==> src/rtl/sum_accumulator.sv <==
// ---------------------------------------------------------------------------
// sum_accumulator
//
// Purpose:
//   Collects COUNT accepted 32-bit sum words into one group total, modulo
//   2^32. A sticky flag records any unsigned carry out of bit 31 during the
//   group. The finished result is held until downstream consumes it.
//
// Handshake rules (both sides):
//   A transfer happens on a rising edge where valid and ready are both 1.
//   A producer holding valid=1 keeps its data stable until the transfer.
//   Ready may depend combinationally on state and on clear, never on valid.
//
// Ports:
//   clk        in   single clock, rising edge
//   rst_n      in   asynchronous active-low reset
//   Sum        in   [31:0] sum word from upstream
//   in_valid   in   Sum is valid this cycle
//   in_ready   out  block accepts Sum this cycle
//   clear      in   synchronous abort of the current group (highest priority)
//   Acc        out  [31:0] group total (running partial total while collecting)
//   Ovf        out  sticky carry-out flag for the group
//   out_valid  out  Acc/Ovf hold a completed group result
//   out_ready  in   downstream consumes the result this cycle
//   state_dbg  out  FSM state for observation: 0 = ACC, 1 = HOLD
// ---------------------------------------------------------------------------
module sum_accumulator #(
    parameter int unsigned COUNT = 4
) (
    input  logic        clk,
    input  logic        rst_n,
    input  logic [31:0] Sum,
    input  logic        in_valid,
    output logic        in_ready,
    input  logic        clear,
    output logic [31:0] Acc,
    output logic        Ovf,
    output logic        out_valid,
    input  logic        out_ready,
    output logic        state_dbg
);

    // Counter is at least one bit wide so COUNT=1 still has a legal vector.
    localparam int unsigned CW = (COUNT > 1) ? $clog2(COUNT) : 1;
    localparam logic [CW-1:0] CNT_LAST = CW'(COUNT - 1);

    typedef enum logic {
        ST_ACC  = 1'b0,
        ST_HOLD = 1'b1
    } state_t;

    state_t        state_q, state_d;
    logic [31:0]   acc_q, acc_d;
    logic          ovf_q, ovf_d;
    logic [CW-1:0] cnt_q, cnt_d;
    logic          out_valid_q, out_valid_d;

    logic          accept;
    logic [32:0]   sum_ext;

    // rst_n gates in_ready so nothing looks acceptable while reset is held.
    assign in_ready  = rst_n && (state_q == ST_ACC) && !clear;
    assign accept    = in_valid && in_ready;
    assign sum_ext   = {1'b0, acc_q} + {1'b0, Sum};

    assign Acc       = acc_q;
    assign Ovf       = ovf_q;
    assign out_valid = out_valid_q;
    assign state_dbg = state_q;

    always_comb begin
        state_d     = state_q;
        acc_d       = acc_q;
        ovf_d       = ovf_q;
        cnt_d       = cnt_q;
        out_valid_d = out_valid_q;

        if (clear) begin
            // Abort wins over everything, including a pending result.
            state_d     = ST_ACC;
            acc_d       = 32'd0;
            ovf_d       = 1'b0;
            cnt_d       = '0;
            out_valid_d = 1'b0;
        end else begin
            case (state_q)
                ST_ACC: begin
                    if (accept) begin
                        acc_d = sum_ext[31:0];
                        ovf_d = ovf_q | sum_ext[32];
                        if (cnt_q == CNT_LAST) begin
                            cnt_d       = '0;
                            state_d     = ST_HOLD;
                            out_valid_d = 1'b1;
                        end else begin
                            cnt_d = cnt_q + 1'b1;
                        end
                    end
                end
                ST_HOLD: begin
                    // Result stays frozen until consumed; the total is
                    // zeroed here so the next group starts from 0.
                    if (out_ready) begin
                        state_d     = ST_ACC;
                        acc_d       = 32'd0;
                        ovf_d       = 1'b0;
                        out_valid_d = 1'b0;
                    end
                end
                default: begin
                    state_d = ST_ACC;
                end
            endcase
        end
    end

    always_ff @(posedge clk or negedge rst_n) begin
        if (!rst_n) begin
            state_q     <= ST_ACC;
            acc_q       <= 32'd0;
            ovf_q       <= 1'b0;
            cnt_q       <= '0;
            out_valid_q <= 1'b0;
        end else begin
            state_q     <= state_d;
            acc_q       <= acc_d;
            ovf_q       <= ovf_d;
            cnt_q       <= cnt_d;
            out_valid_q <= out_valid_d;
        end
    end

endmodule
==> config.mk <==
export PLATFORM = sky130hd
export DESIGN_NAME = sum_accumulator
export DESIGN_NICKNAME = d
export VERILOG_FILES = /design/src/rtl/sum_accumulator.sv
export SDC_FILE = /design/constraint.sdc
export NUM_CORES = 1
export LEC_CHECK = 0
export BUFFER_PORTS_ARGS = -buffer_cell sky130_fd_sc_hd__buf_2
export CAP_MARGIN = 0
export CORE_ASPECT_RATIO = 0.9
export CORE_MARGIN = 2
export CORE_UTILIZATION = 50
export DETAILED_ROUTE_END_ITERATION = 12
export PLACE_DENSITY = 0.81
export SYNTH_ARGS = -nofsm -noshare
export SYNTH_HDL_FRONTEND = slang
export SYNTH_SLANG_ARGS = --single-unit
==> constraint.sdc <==
create_clock -name clk -period 2.59 [get_ports clk]
set_input_delay 0.259 -clock clk [delete_from_list [all_inputs] [get_ports clk]]
set_output_delay 0.259 -clock clk [all_outputs]
set_load 0.005 [all_outputs]
# ---- After elaboration in Yosys (flattened, before gate mapping)
# Index checks and enable logic that the tools add are counted.
dict set report totals {
  regBits 37
  latch_bits 0
  ramBits 0
  rom_bits 0
  inputBits 37
  output_inout_bits 36
  wordCells 43
  mem_count 0
}
dict set report op_classes {
  addsub 2
  mul 0
  div 0
  n_lt_le_gt_ge 0
  eq_ne 5
  shift 0
  mux 21
  bitwise 2
  reduce_logical 8
}
# operator count
set op_table {}
lappend op_table {{$mux W32} 3}
lappend op_table {{$pmux W32 S2} 1}
lappend op_table {{$add A32 B32 Y33} 1}
lappend op_table {{$mux W1} 10}
lappend op_table {{$mux W2} 4}
lappend op_table {{$ne A3 B3 Y1 const B} 2}
lappend op_table {{$pmux W1 S2} 3}
lappend op_table {{$reduce_and A2 Y1} 2}
lappend op_table {{$logic_and A1 B1 Y1} 3}
lappend op_table {{$ne A3 B2 Y1 const B} 1}
lappend op_table {{$reduce_and A3 Y1} 1}
lappend op_table {{$add A2 B1 Y2 const B} 1}
lappend op_table {{$eq A2 B2 Y1 const B} 1}
lappend op_table {{$ne A2 B2 Y1 const B} 1}
lappend op_table {{$reduce_bool A2 Y1} 1}
lappend op_table {{$logic_not A1 Y1} 1}
lappend op_table {{$not A1 Y1} 1}
lappend op_table {{$or A1 B1 Y1} 1}

# ---- Longest topological paths before layout
dict set report depth {
  word_depth 7
  mapped_depth 11
}

# ---- Worst setup path before layout
# Ideal clock, no wire load.
dict set report synth_timing {
  path_kind {register -> register}
  start {reg acc_q[0] (netlist: Acc[0])}
  end {reg acc_q[30] (netlist: Acc[30])}
  arrival_time_ns 2.589
  required_time_ns 2.521
  slack_ns -0.068
  path_stages_with_launch 12
  synth_period_minus_slack_ns 2.658
  cell_sequence {dfrtp_1 > ha_1 > inv_1 > fa_1 > and2b_1 > o2111ai_1 > a211o_1 > and2_4 > a2111oi_4 > a21oi_2 > or4_1 > nand3_1}
}
dict set report synth_between {
  elab_chain_len 4
}
# element line_no
set synth_lines {}
lappend synth_lines {{start: declaration} 53} ;# logic [31:0] acc_q, acc_d;
lappend synth_lines {{start signal: assignment} 120} ;# acc_q <= 32'd0;
lappend synth_lines {{start signal: assignment} 126} ;# acc_q <= acc_d;
lappend synth_lines {{$add A32 B32 Y33} 64} ;# assign sum_ext = {1'b0, acc_q} + {1'b0, Sum};
lappend synth_lines {{$mux W32} 88} ;# if (accept) begin
lappend synth_lines {{$pmux W32 S2} 86} ;# case (state_q)
lappend synth_lines {{$mux W32} 78} ;# if (clear) begin
# Every way passes these cells. The select of a mux whose other input is x is not followed.
# A chain may end at the register's enable or synchronous reset.

# ---- Worst setup path in the final report
# Ends and elaborated chain as after synthesis.

==> summary.log <==
qor: sta.post-route-min-period 2710 ps
qor: setup_path.worst-r2r-setup-slack -120 ps
qor: grt.grt_first_pass_wirelength 13800 um
qor: sta.slew_violations 0
qor: sta.fin_skew 8.63 ps
qor: synthesis.post_synth.cell_area_avg 8.20 sq um
qor: floorplanning.dieHeight 79.4 um
qor: floorplanning.chipWidth 87.7 um
qor: synthesis.synth-seq-cells 37
qor: place.place.detailed.hpwl 6230 um
qor: setup_path.worst_r2r_startpoint Acc[0]
qor: grt.antenna_found_initial 0
qor: synthesis.yosys.area.top_type dfrtp_1
qor: pwr.vdd.ir_drop.worst 207 uV
qor: pwr.comb_power_share 0.384
qor: pwr.clkPwrFrac 0.273
qor: pwr.switchingPower 0.000691 W
qor: synthesis.number_of_synthesized_flops_with_an_enable_pin 0
qor: clock_network.cts_root_buffer clkbuf_8
qor: setup_path.critPathRequiredTime 2820 ps
qor: route.num_vias 3186
qor: place.place.gp.congestion 0.883
qor: grt.maximum_number_of_pins_on_one_net_before_global_route_repair 38
qor: synthesis.yosysTopAreaCellShare 0.293
qor: synthesis.synthTopCellsByArea dfrtp_1 (29%), ha_1 (13%), nand2_1 (5.7%)
qor: synthesis.netlist_area 3160 sq um
qor: finish.most-common-layout-cells buf_2 (72), nand2_1 (47), dfrtp_1 (37)
qor: grt.grtUsageTotal 0.249
qor: sta.unrepaired_setup_endpoints_after_global_routing yes
qor: synthesis.synth_seq_area_share 0.293
qor: clock_network.count_of_h_tree_levels_built_during_cts 2
qor: route.dr.first_iter.drc_count 272
qor: route.wire_per_inst 15.3 um
qor: floorplanning.core 6110 sq um
qor: run.max_cap_violations 0
qor: hold_path.holdCritPathClass input pin to asynchronous set/reset pin
qor: clock_network.cts_tree yes
qor: sta.slew_headroom 0.660
qor: finish.drive_above_1_share 0.262
qor: place.placement.io_buffers 72
qor: grt.first_global_vias 2965
qor: route.vias_per_std_cell 5.81
qor: setup_path.start_kind register
qor: status.failed_checks negative setup slack
qor: clock_network.clk_path_buf_depth 2
qor: setup_path.ff2ff_path_depth 11
qor: sta.setup_viol 3
qor: setup_path.reg2reg_to Acc[30]
qor: clock_network.clkLatencyLatePin 290 ps
qor: synthesis.net_count_after_synthesis 456
qor: clock_network.cts_num_sinks 37
qor: synthesis.synth_async_sr_flop_share 1.00
qor: finish.fin_util 0.630
qor: setup_path.crit_path_end_kind register
qor: floorplanning.start_util 0.516
qor: pwr.p_sw_frac 0.354
qor: route.wl 8380 um
qor: synthesis.synth-warning-count 0
qor: floorplanning.floorplan.io_pins 73
qor: finish.layout_commonest_cell buf_2
qor: setup_path.arrival 2950 ps
qor: sta.min_period_over_period 1.05
qor: setup_path.path_class register to register
qor: finish.final_net_count 531
qor: grt.global_route.overflow_total 0
qor: setup_path.timing.critical_path.fanout_max 2
qor: pwr.p_per_area 507 nW/um^2
qor: finish.synthToLayoutAreaGrowth 22.0%
qor: route.drtAntennaViolNets 0
qor: floorplanning.die_area 6960 sq um
qor: sta.setup_slack -125 ps
qor: clock_network.worst_setup_hold_path_clk_slew 80 ps
qor: route.route.detailed.drc 0
qor: floorplanning.floorplan.rows 27
qor: sta.worst_slew_pin_slew 506 ps
qor: pwr.power_leakage 1.95 nW
qor: clock_network.holdBufCountCts 0
qor: clock_network.cts-buffers-inserted 5
qor: finish.diodes 0
qor: status.run_status finished, violations left
qor: sta.fin_worst_hold_slack 26.6 ps
qor: sta.timing.fmax 368 MHz
qor: sta.report.final.hold_viol_count 0
qor: synthesis.synthDistinctLibCells 51
qor: pwr.power.share.sequential 0.343
qor: route.first_pass_drt_iterations 5
qor: synthesis.netlist_instances 385
qor: synthesis.postSynth.topFlopCell dfrtp_1
qor: pwr.power_report.internal_total 0.00126 W
[final cells by class]
class / count / area (sq um)
fill: 525 / 2260
multi-input combinational: 317 / 2170
tap: 87 / 109
inverter: 9 / 33.8
timing repair buffer: 90 / 495
sequential: 37 / 926
clock buffer: 6 / 82.6
clock inverter: 2 / 37.5
[synthesized netlist by cell type, drive strengths merged (4+ instances only)]
library cell and instances:
dfrtp 37, o21ai 50, nor3 5, and2 4, inv 9, nor2 12, nand2 48, nor2b 4
a211oi 6, ha 33, nand4 6, xor2 16, clkbuf 17, buf 5, nand3 25, a21oi 36
a31oi 6, a21o 14, nand2b 5, xnor2 11, a211o 5
[per-layer routing]
metal | vias to the layer above | GRT usage | wire [um]
li1 | 1557 | - | -
met1 | 1461 | 0.342 | 3810
met2 | 141 | 0.398 | 3760
met3 | 27 | 0.0468 | 621
met4 | 0 | 0.0708 | 191
met5 | - | 0 | 0
[worst max path at each step]
| stage | slack, ps | end | from |
|---|---|---|---|
| 2_1_floorplan | -40 | Acc[30] | Acc[0] |
| 3_3_place_gp | -60 | Acc[30] | Acc[0] |
| 3_5_place_dp | -110 | Acc[30] | Acc[0] |
| 4_1_cts | -90 | Acc[30] | Acc[0] |
| 5_1_grt | -250 | Acc[30] | Acc[0] |
| 6_report | -120 | Acc[30] | Acc[0] |
[critical path, stage by stage, from the launching register on]
cell and delay, ps:
dfrtp_1 360, ha_2 190, inv_2 40, fa_2 330, and2b_1 230, o2111ai_2 130
a211o_1 310, and2_4 160, a2111oi_4 330, a21oi_2 70, or4_1 410, nand3_1 100
[power by group through the flow]
stage / sequential [W] / clock [W] / combinational, W
final: 0.000669 / 0.000533 / 0.000751
after floorplan: 0.000680 / 0 / 0.000494
after detailed placement: 0.000680 / 0 / 0.000719
after CTS: 0.000669 / 0.000543 / 0.000729
after global routing: 0.000676 / 0.000573 / 0.000834
after global placement: 0.000676 / 0 / 0.000705
[cell families (layout without fill, tap and decap cells)]
kind of cell    after synthesis  count (layout)  synth area share
flops                        37              37             0.293
fa+ha+maj                    34              34             0.137
compound gates              139             139             0.278
buf+inv                      31             107            0.0389
xor+xnor                     27              27            0.0749
simple gates                117             117             0.177
[registers in the layout, summed over array words and instances, names as in the netlist]
| signal | cells |
|---|---|
| Acc | 32 |
| Ovf | 1 |
| cnt_q | 2 |
| out_valid | 1 |
| state_dbg | 1 |
[metrics by stage]
step	setup slack, ps	power [W]	cells	area (sq um)	setup TNS [ps]
global route	-250	0.00208	548	3850	-1050
CTS	-85.1	0.00194	545	3780	-95.6
global placement	-64.9	0.00138	537	3660	-64.9
detailed placement	-111	0.00140	537	3660	-148
finish	-125	0.00195	548	3850	-222
floorplan	-37.1	0.00117	385	3170	-37.1
[repair_timing]
action                                 in CTS  in global routing
resized for setup                           2                  9
pin swaps                                   1                  4
setup endpoints to repair                   4                 13
gates cloned                                0                  0
endpoints found under the hold margin       0                  0
setup buffers                               0                  3
(Power assumes the default switching activity.)
